<file path="config.mk">
export PLATFORM = sky130hd
export DESIGN_NAME = lcd_ctrl
export DESIGN_NICKNAME = d
export VERILOG_FILES = /design/src/rtl/lcd_pkg.sv /design/src/rtl/lcd_delay_cnt.sv /design/src/rtl/lcd_ctrl.sv
export SDC_FILE = /design/constraint.sdc
export NUM_CORES = 1
export LEC_CHECK = 0
export CAP_MARGIN = 10
export CORE_ASPECT_RATIO = 2
export CORE_UTILIZATION = 51
export CTS_BUF_LIST = sky130_fd_sc_hd__clkbuf_4 sky130_fd_sc_hd__clkbuf_8 sky130_fd_sc_hd__clkbuf_16
export CTS_CLUSTER_SIZE = 28
export DETAILED_ROUTE_END_ITERATION = 8
export PLACE_DENSITY = 0.81
export SLEW_MARGIN = 25
export SYNTH_ARGS = -nofsm -noshare
export SYNTH_HDL_FRONTEND = slang
export SYNTH_HIERARCHICAL = 1
export SYNTH_SLANG_ARGS = --single-unit
</file>
<file path="constraint.sdc">
create_clock -name i_clk -period 2.6 [get_ports i_clk]
set_input_delay 0.65 -clock i_clk [delete_from_list [all_inputs] [get_ports i_clk]]
set_output_delay 0.65 -clock i_clk [all_outputs]
set_load 0.05 [all_outputs]
</file>
<file path="src/rtl/lcd_pkg.sv">
// Shared types and constants for the HD44780 character-LCD controller.
package lcd_pkg;

  typedef enum logic [2:0] {
    ST_PWRUP,
    ST_SETUP,
    ST_PULSE,
    ST_WAIT,
    ST_IDLE
  } state_e;

  localparam logic [7:0] CLEAR     = 8'h01;
  localparam logic [7:0] HOME      = 8'h02;
  localparam logic [7:0] FUNC_8B2L = 8'h38;
  localparam logic [7:0] DISP_ON   = 8'h0C;
  localparam logic [7:0] ENTRY_INC = 8'h06;

  localparam int unsigned INIT_LEN = 4;
  localparam int unsigned INIT_IW  = 2;

  localparam logic [7:0] INIT_TABLE [INIT_LEN] = '{FUNC_8B2L, DISP_ON, CLEAR, ENTRY_INC};

  // Clear and both return-home encodings need the long execution wait.
  function automatic logic is_long_cmd(input logic rs, input logic [7:0] data);
    return (!rs) && ((data == CLEAR) || (data == HOME) || (data == (CLEAR | HOME)));
  endfunction

endpackage

</file>
<file path="src/rtl/lcd_delay_cnt.sv">
// Loadable down-counter; done_o is high during the last cycle of a loaded interval.
module lcd_delay_cnt #(
  parameter int unsigned W = 8
) (
  input  logic         clk_i,
  input  logic         reset_i,
  input  logic         load_i,
  input  logic [W-1:0] value_i,
  output logic         done_o
);

  logic [W-1:0] cnt_q, cnt_d;
  logic         done_q;

  always_comb begin
    cnt_d = cnt_q;
    if (load_i) begin
      cnt_d = value_i;
    end else if (cnt_q != '0) begin
      cnt_d = cnt_q - W'(1);
    end
  end

  always_ff @(posedge clk_i) begin
    if (reset_i) begin
      cnt_q  <= '0;
      done_q <= 1'b0;
    end else begin
      cnt_q  <= cnt_d;
      done_q <= (cnt_d == W'(1));
    end
  end

  assign done_o = done_q;

endmodule

</file>
<file path="src/rtl/lcd_ctrl.sv">
// HD44780 write-only controller: power-up delay, fixed init table, then
// handshaked command/data writes with setup, enable pulse and execution wait.
module lcd_ctrl
  import lcd_pkg::*;
#(
  parameter int unsigned T_PWRUP_CYC = 750000,
  parameter int unsigned T_SETUP_CYC = 2,
  parameter int unsigned T_EN_CYC    = 12,
  parameter int unsigned T_CMD_CYC   = 2000,
  parameter int unsigned T_CLR_CYC   = 82000
) (
  input  logic       i_clk,
  input  logic       i_reset,
  input  logic       i_req_vld,
  output logic       o_req_rdy,
  input  logic       i_req_rs,
  input  logic [7:0] i_req_data,
  output logic       o_busy,
  output logic       o_init_done,
  output logic       o_lcd_on,
  output logic       o_lcd_en,
  output logic       o_lcd_rs,
  output logic       o_lcd_rw,
  output logic [7:0] o_lcd_data
);

  localparam int unsigned MAX_A   = (T_PWRUP_CYC > T_SETUP_CYC) ? T_PWRUP_CYC : T_SETUP_CYC;
  localparam int unsigned MAX_B   = (T_EN_CYC > T_CMD_CYC) ? T_EN_CYC : T_CMD_CYC;
  localparam int unsigned MAX_C   = (MAX_A > MAX_B) ? MAX_A : MAX_B;
  localparam int unsigned MAX_CYC = (MAX_C > T_CLR_CYC) ? MAX_C : T_CLR_CYC;
  localparam int unsigned CW      = $clog2(MAX_CYC) + 1;

  if ((T_PWRUP_CYC == 0) || (T_SETUP_CYC == 0) || (T_EN_CYC == 0) ||
      (T_CMD_CYC == 0) || (T_CLR_CYC == 0)) begin : g_bad_param
    $error("lcd_ctrl: every timing parameter must be at least 1");
  end

  state_e              state_q, state_d;
  logic [INIT_IW-1:0]  idx_q, idx_d;
  logic                rs_q, rs_d;
  logic [7:0]          data_q, data_d;
  logic                init_done_q, init_done_d;
  logic                on_q;
  logic                en_q;
  logic                rdy_q;
  logic                busy_q;
  logic                cnt_load;
  logic [CW-1:0]       cnt_val;
  logic                cnt_done;

  lcd_delay_cnt #(.W(CW)) u_delay (
    .clk_i   (i_clk),
    .reset_i (i_reset),
    .load_i  (cnt_load),
    .value_i (cnt_val),
    .done_o  (cnt_done)
  );

  // Next-state, pin latching and delay-counter loads.
  always_comb begin
    state_d     = state_q;
    idx_d       = idx_q;
    rs_d        = rs_q;
    data_d      = data_q;
    init_done_d = init_done_q;
    cnt_load    = 1'b0;
    cnt_val     = '0;
    unique case (state_q)
      ST_PWRUP: begin
        if (!on_q) begin
          // First edge out of reset starts the power-up interval.
          cnt_load = 1'b1;
          cnt_val  = CW'(T_PWRUP_CYC);
        end else if (cnt_done) begin
          state_d  = ST_SETUP;
          idx_d    = '0;
          rs_d     = 1'b0;
          data_d   = INIT_TABLE[0];
          cnt_load = 1'b1;
          cnt_val  = CW'(T_SETUP_CYC);
        end
      end
      ST_SETUP: begin
        if (cnt_done) begin
          state_d  = ST_PULSE;
          cnt_load = 1'b1;
          cnt_val  = CW'(T_EN_CYC);
        end
      end
      ST_PULSE: begin
        if (cnt_done) begin
          state_d  = ST_WAIT;
          cnt_load = 1'b1;
          cnt_val  = is_long_cmd(rs_q, data_q) ? CW'(T_CLR_CYC) : CW'(T_CMD_CYC);
        end
      end
      ST_WAIT: begin
        if (cnt_done) begin
          if (!init_done_q && (idx_q != INIT_IW'(INIT_LEN - 1))) begin
            state_d  = ST_SETUP;
            idx_d    = idx_q + INIT_IW'(1);
            rs_d     = 1'b0;
            data_d   = INIT_TABLE[idx_q + INIT_IW'(1)];
            cnt_load = 1'b1;
            cnt_val  = CW'(T_SETUP_CYC);
          end else begin
            state_d     = ST_IDLE;
            init_done_d = 1'b1;
          end
        end
      end
      ST_IDLE: begin
        if (i_req_vld && rdy_q) begin
          state_d  = ST_SETUP;
          rs_d     = i_req_rs;
          data_d   = i_req_data;
          cnt_load = 1'b1;
          cnt_val  = CW'(T_SETUP_CYC);
        end
      end
      default: begin
        state_d = ST_PWRUP;
      end
    endcase
  end

  always_ff @(posedge i_clk) begin
    if (i_reset) begin
      state_q     <= ST_PWRUP;
      idx_q       <= '0;
      rs_q        <= 1'b0;
      data_q      <= '0;
      init_done_q <= 1'b0;
      on_q        <= 1'b0;
      en_q        <= 1'b0;
      rdy_q       <= 1'b0;
      busy_q      <= 1'b1;
    end else begin
      state_q     <= state_d;
      idx_q       <= idx_d;
      rs_q        <= rs_d;
      data_q      <= data_d;
      init_done_q <= init_done_d;
      on_q        <= 1'b1;
      en_q        <= (state_d == ST_PULSE);
      rdy_q       <= (state_d == ST_IDLE);
      busy_q      <= (state_d != ST_IDLE);
    end
  end

  assign o_req_rdy   = rdy_q;
  assign o_busy      = busy_q;
  assign o_init_done = init_done_q;
  assign o_lcd_on    = on_q;
  assign o_lcd_en    = en_q;
  assign o_lcd_rs    = rs_q;
  assign o_lcd_rw    = 1'b0;
  assign o_lcd_data  = data_q;

endmodule

</file>
Word level (Yosys, flattened, before mapping):

Index checks and enable logic that the tools add are counted.

* flip-flop bits (word level): 41
* bits in latches: 0
* memory bits (writable): 0
* memory bits (read-only): 0
* input port bits: 12
* output and inout port bits: 15
* logic and storage cells: 94
* memories: 0

* add/sub/neg operators: 2
* $mul: 0
* divide/modulo/power cells: 0
* $lt $le $gt $ge: 1
* equality and inequality tests: 17
* shift-type cells: 0
* muxes and demuxes: 46
* bitwise gates (word level): 2
* reductions and logical operators: 15

Operators with widths (number)
* 20-bit case mux with 5 select lines: 1
* 8-bit 2-to-1 mux: 7
* 21-bit 2-to-1 mux: 2
* 17-bit 2-to-1 mux: 2
* 8-bit case mux with 3 select lines: 1
* 21-bit by 1-bit == test with 1-bit output (second input constant): 1
* 3-bit 2-to-1 mux: 7
* 21-bit nonzero test: 1
* 21-bit by 1-bit subtractor with 21-bit output (second input constant): 1
* 20-bit 2-to-1 mux: 1
* 8-bit binary-select mux with 2-bit select: 1
* 8-bit by 2-bit == test with 1-bit output (second input constant): 2
* 2-bit 2-to-1 mux: 8
* 3-bit case mux with 5 select lines: 1
* 1-bit 2-to-1 mux: 11
* 3-bit by 2-bit == test with 1-bit output (second input constant): 3
* 8-bit by 1-bit == test with 1-bit output (second input constant): 1
* 2-bit inequality test (second input constant): 4
* 3-bit == test (second input constant): 2
* 6-bit AND reduction: 1
* 5-bit AND reduction: 1
* 4-bit 2-to-1 mux: 1
* 2-bit by 1-bit inequality test with 1-bit output (second input constant): 2
* 1-bit case mux with 4 select lines: 1
* other kinds (16): 20

Longest topological paths before layout:

Gate-level depths: netlist of run 1.

* word-level depth: 9
* gate-level depth with buffers: 11
* mapped depth without buffers: 10

Modules after synthesis:

The synthesis of run 1 kept the hierarchy.

By module, submodules not included
* lcd_delay_cnt: times used 1, cells an instance 167, area each 1391.3 µm², seq. area each 440.4 µm²
* lcd_ctrl: times used 1, cells an instance 124, area each 1058.5 µm², seq. area each 380.4 µm²

Least setup slack after synthesis of run 1:

OpenSTA, ideal clock, no wires.

* kind: reg2reg
* start point: register init_done_q (netlist: o_init_done)
* end point: register u_delay.done_q (netlist: u_delay/done_o)
* setup time: 0.088 ns
* arrival: 2.731 ns
* data required time: 2.512 ns
* setup slack: -0.218 ns
* cell stages (with the launch flop): 10
* buffers on the path: 0
* clock period less this slack: 2.818 ns
* cell sequence: dfxtp_1 -> nor2_1 -> a32oi_4 -> o21ai_0 -> or4_1 -> o22ai_2 -> a31o_2 -> and4bb_1 -> nand4b_1 -> nor4_2

* cells in the longest elaborated chain, start to end: 7
* elaborated cells on any way between the ends: 10
* classes of those cells: eq/ne (1); mux (7); reduce/logical (2)

RTL lines
* start, declared: line lcd_ctrl.sv:42 `logic init_done_q, init_done_d;`
* start signal, assigned: line lcd_ctrl.sv:143 `init_done_q <= init_done_d;`
* 1-bit zero test: line lcd_ctrl.sv:99 `if (!init_done_q && (idx_q != INIT_IW'(INIT_LEN - 1))) begin`
* 1-bit logical AND: line lcd_ctrl.sv:99
* 1-bit 2-to-1 mux: line lcd_ctrl.sv:99
* 1-bit 2-to-1 mux: line lcd_ctrl.sv:98 `if (cnt_done) begin`
* 1-bit case mux with 4 select lines: line lcd_ctrl.sv:68 `unique case (state_q)`
* named net cnt_load: line lcd_ctrl.sv:47 `logic cnt_load;`
* 21-bit 2-to-1 mux: line lcd_delay_cnt.sv:17 `if (load_i) begin`
* 21-bit by 1-bit == test with 1-bit output: line lcd_delay_cnt.sv:30 `done_q <= (cnt_d == W'(1));`
* end signal, assigned: line lcd_delay_cnt.sv:30
* end, declared: line lcd_delay_cnt.sv:13 `logic done_q;`

The timed path passes the listed nets, and every way through them passes these cells.
A chain may end at the register's enable or synchronous reset.

Worst setup path after layout of run 1:

* start point: register u_delay.cnt_q[16]
* end point: register u_delay.done_q (netlist: u_delay/done_o)

* cells in the longest elaborated chain, start to end: 4
* elaborated cells on any way between the ends: 5
* classes of those cells: add/sub (1); eq/ne (1); mux (2); reduce/logical (1)

RTL lines
* start, declared: line lcd_delay_cnt.sv:12 `logic [W-1:0] cnt_q, cnt_d;`
* start signal, assigned: line lcd_delay_cnt.sv:29 `cnt_q <= cnt_d;`
* 21-bit by 1-bit subtractor with 21-bit output / 21-bit nonzero test (equally long branches): line lcd_delay_cnt.sv:20, lcd_delay_cnt.sv:19
* 21-bit 2-to-1 mux (*): line lcd_delay_cnt.sv:19 `end else if (cnt_q != '0) begin`
* 21-bit 2-to-1 mux (*): line lcd_delay_cnt.sv:17
* 21-bit by 1-bit == test with 1-bit output (*): line lcd_delay_cnt.sv:30

Mark *: on every way between the ends. The rest lies on a longest branch, timed or not.

==> insert_results.sql, run 1 <==
INSERT INTO impl_metrics (metric_group, metric, value, unit) VALUES
('status', 'run_status', 'finished clean', ''),
('worst_hold_path', 'hp-class', 'flip-flop to flip-flop', ''),
('yosys', 'synth-xor-area-share', '2.86', '%'),
('detailed_routing', 'drcViolationCount', '0', ''),
('detailed_routing', 'wire_per_inst', '17.3', 'µm'),
('yosys', 'synth_cell_types', '65', ''),
('placed_design', 'dp.final_hpwl', '5220', 'µm'),
('detailed_routing', 'viasPerCell', '6.03', ''),
('clocking', 'tritoncts', 'done', ''),
('yosys', 'synthArstFlopShare', '0', '%'),
('yosys', 'synth-seq-cells', '41', ''),
('yosys', 'post_synth_fa_ha_maj_area_fraction', '2.55', '%'),
('run', 'timing.max_cap.violations', '0', ''),
('clocking', 'cts_sinks', '41', ''),
('detailed_routing', 'drt_pass1_iterations', '4', ''),
('yosys', 'ys_top_cells_by_area', 'sky130_fd_sc_hd__dfxtp_1, sky130_fd_sc_hd__mux2i_1, sky130_fd_sc_hd__nor2_1, sky130_fd_sc_hd__nand2_1, sky130_fd_sc_hd__o21ai_0', ''),
('placed_design', 'detailed_place.area', '2980', 'µm²'),
('worst_hold_path', 'min_delay_path_depth', '2', ''),
('cells_and_area', 'multi_input_comb_area', '1560', 'µm²'),
('cells_and_area', 'non_filler_instances', '403', ''),
('sta', 'min_period', '2.46', 'ns'),
('worst_setup_path', 'cell_chain_critical_path', 'or4_4, nand2b_4, buf_4, o21ai_0, mux2i_1, mux2i_1, nand4_1, nor4_2', ''),
('yosys', 'post_synth_and_or_nand_nor_area_fraction', '30.2', '%'),
('power', 'areal_power_density_over_the_cells', '509', 'nW/µm²'),
('cells_and_area', 'area_delta_synth_final', '27.1', '%'),
('power', 'totalPowerFinal', '1.59', 'mW'),
('sta', 'timing_worst_slew_pin_value', '0.556', 'ns'),
('clocking', 'ctsHoldBuffers', '0', ''),
('worst_setup_path', 'cp_top_family', 'simple AND/OR/NAND/NOR gates', ''),
('power', 'power_leakage', '1.22', 'nW'),
('clocking', 'numCtsBuffers', '5', ''),
('worst_setup_path', 'timing.critical_path.slowest_cell_delay', '0.62', 'ns'),
('sta', 'max_slew_violation_count', '0', ''),
('yosys', 'synth_compound_gate_area_share', '20.5', '%'),
('clocking', 'clk_latency', '0.30', 'ns'),
('clocking', 'ctsHtreeMaxLevel', '2', ''),
('detailed_routing', 'drtIter0Drc', '94', ''),
('power', 'power.ir.vdd_worst', '0.406', 'mV'),
('sta', 'setup_repair_after_global_routing_missed_its_margin', 'false', ''),
('clocking', 'clock_tree.buffer_depth', '2', ''),
('worst_setup_path', 'rr_startpoint', 'u_delay/cnt_q[16]', ''),
('floorplanning', 'die-height', '100', 'µm'),
('floorplanning', 'core_area', '4600', 'µm²'),
('detailed_routing', 'drtAntennaViolNets', '0', ''),
('yosys', 'synth_edf_count', '0', ''),
('detailed_routing', 'num_vias', '2431', ''),
('global_route', 'largest_net_degree_at_the_start_of_global_routing', '15', ''),
('global_route', 'grt_pass1_vias', '2465', ''),
('clocking', 'clock-root-buffer', 'sky130_fd_sc_hd__clkbuf_8', ''),
('worst_setup_path', 'timing.reg2reg.worst_path_depth', '8', ''),
('cells_and_area', 'num-fill-cells', '370', ''),
('floorplanning', 'fp-row-count', '35', ''),
('cells_and_area', 'diodes', '0', ''),
('cells_and_area', 'finish.net_count', '365', ''),
('worst_setup_path', 'r2r-end', 'u_delay/done_o', ''),
('worst_setup_path', 'reg2reg_setup_slack', '0.14', 'ns'),
('sta', 'finalHoldViolations', '0', ''),
('yosys', 'dominantRegCellSynth', 'sky130_fd_sc_hd__dfxtp_1', ''),
('sta', 'max_clock_freq', '0.407', 'GHz'),
('yosys', 'yosys_warnings', '6', ''),
('yosys', 'synthesis.area_per_instance', '8.42', 'µm²'),
('worst_setup_path', 'data_arrival_at_the_endpoint_of_the_critical_path', '2.67', 'ns'),
('yosys', 'synth_largest_type_area_fraction', '33.5', '%'),
('floorplanning', 'pin_count', '27', ''),
('yosys', 'synth_common_cells', 'sky130_fd_sc_hd__dfxtp_1, sky130_fd_sc_hd__nor2_1, sky130_fd_sc_hd__nand2_1, sky130_fd_sc_hd__o21ai_0, sky130_fd_sc_hd__mux2i_1', ''),
('worst_setup_path', 'critical_path.n_buffers_inverters', '1', ''),
('sta', 'finalSetupViolations', '0', ''),
('sta', 'worst_slew_slack_as_a_fraction_of_its_limit', '62.4', '%'),
('worst_hold_path', 'whs_endpoint', 'o_lcd_data[5]', ''),
('floorplanning', 'floorplan.initialDensity', '53.3', '%'),
('worst_hold_path', 'hold_start', 'o_lcd_data[5]', '');
-- timing repair --
action	CTS	global route
pin swaps	1	4
buffers inserted	0	1
gates resized for setup	5	3
setup endpoints to repair	1	1
-- through the flow --
step	hold WS, ns	setup TNS [ns]	utilization, %
final	0.477	0	67.7
after global routing	0.508	0	67.7
after CTS	0.482	0	67.3
after detailed placement	0.469	-0.411	64.7
after global placement	0.461	-0.350	64.7
after floorplan	0.486	0	-
-- layout make-up --
class                      count  share of cell area (%)
sequential                    41                    26.4
timing repair buffer          59                    16.3
clock inverter                 2                    1.13
inverter                      12                    1.49
tap                           55                    2.21
clock buffer                   5                    2.21
multi-input combinational    229                    50.2
-- worst reg2reg max path: stages, from the launching register on --
cell                       delay [ns]
sky130_fd_sc_hd__dfxtp_1         0.37
sky130_fd_sc_hd__or4_4           0.62
sky130_fd_sc_hd__nand2b_4        0.23
sky130_fd_sc_hd__buf_4           0.17
sky130_fd_sc_hd__o21ai_0         0.16
sky130_fd_sc_hd__mux2i_1         0.12
sky130_fd_sc_hd__mux2i_1         0.33
sky130_fd_sc_hd__nand4_1         0.16
sky130_fd_sc_hd__nor4_2          0.22
-- where the power goes --
part           switching [mW]  internal (mW)  leakage (nW)
logic                   0.208          0.178         0.829
registers              0.0375          0.657         0.336
clock network           0.226          0.279        0.0540
-- placed cells by master (no fill, tap or decap), types with 7 or more instances in the layout --
cell type | synthesis | layout
sky130_fd_sc_hd__inv_1 | 10 | 10
sky130_fd_sc_hd__xnor2_1 | 7 | 7
sky130_fd_sc_hd__o21ai_0 | 16 | 15
sky130_fd_sc_hd__dfxtp_1 | 41 | 39
sky130_fd_sc_hd__nand2_1 | 27 | 27
sky130_fd_sc_hd__buf_4 | 2 | 34
sky130_fd_sc_hd__a21oi_1 | 9 | 9
sky130_fd_sc_hd__mux2i_1 | 14 | 14
sky130_fd_sc_hd__nor3_1 | 8 | 8
sky130_fd_sc_hd__clkdlybuf4s50_1 | 0 | 24
sky130_fd_sc_hd__nor2_1 | 32 | 31
-- cells by family after synthesis --
family,Yosys count
multiplexers,14
AO/OA/AOI/OAI,69
other,1
buffers and inverters,26
XOR/XNOR,8
adder cells (fa/ha/maj),5
flip-flops,41
AND/OR/NAND/NOR,127
-- how the worst max path moves through the flow --
stage	start	endpoint	slack [ns]	depth (start not counted)
detailed placement	i_req_vld	u_delay/done_o	-0.33	10
finish	u_delay/cnt_q[16]	u_delay/done_o	0.14	8
floorplan	i_req_vld	u_delay/done_o	0.01	9
global route	u_delay/cnt_q[3]	u_delay/done_o	0.007	8
CTS	i_req_vld	u_delay/done_o	0.03	11
global placement	i_req_vld	u_delay/done_o	-0.30	10
-- flip-flops by register name, indices dropped and copies added, names as in the netlist, 2 cells and up --
name           count
o_lcd_data         8
idx_q              2
u_delay/cnt_q     21
state_q            3
-- routing by layer --
metal / vias up / share of wire [%] / GRT usage (%)
li1: 1169 / - / -
met1: 1146 / 34 / 25.3
met2: 79 / 55 / 55.2
met3: 37 / 2.8 / 3.94
met4: 0 / 7.6 / 22.2
met5: - / 0 / 0
Power figures use the tool's default switching activity.
==> inputs of run 2 (changes only) <==
CTS_CLUSTER_DIAMETER = 60   (was not set)
==> results of run 2 <==
The final DEF is identical to that of run 1; final timing and power are the same.
==> inputs of run 3 (changes only) <==
CTS_CLUSTER_DIAMETER = not set   (was 60)
HOLD_SLACK_MARGIN = 0.1   (was not set)
==> results of run 3 <==
The final DEF is identical to that of run 1; final timing and power are the same.
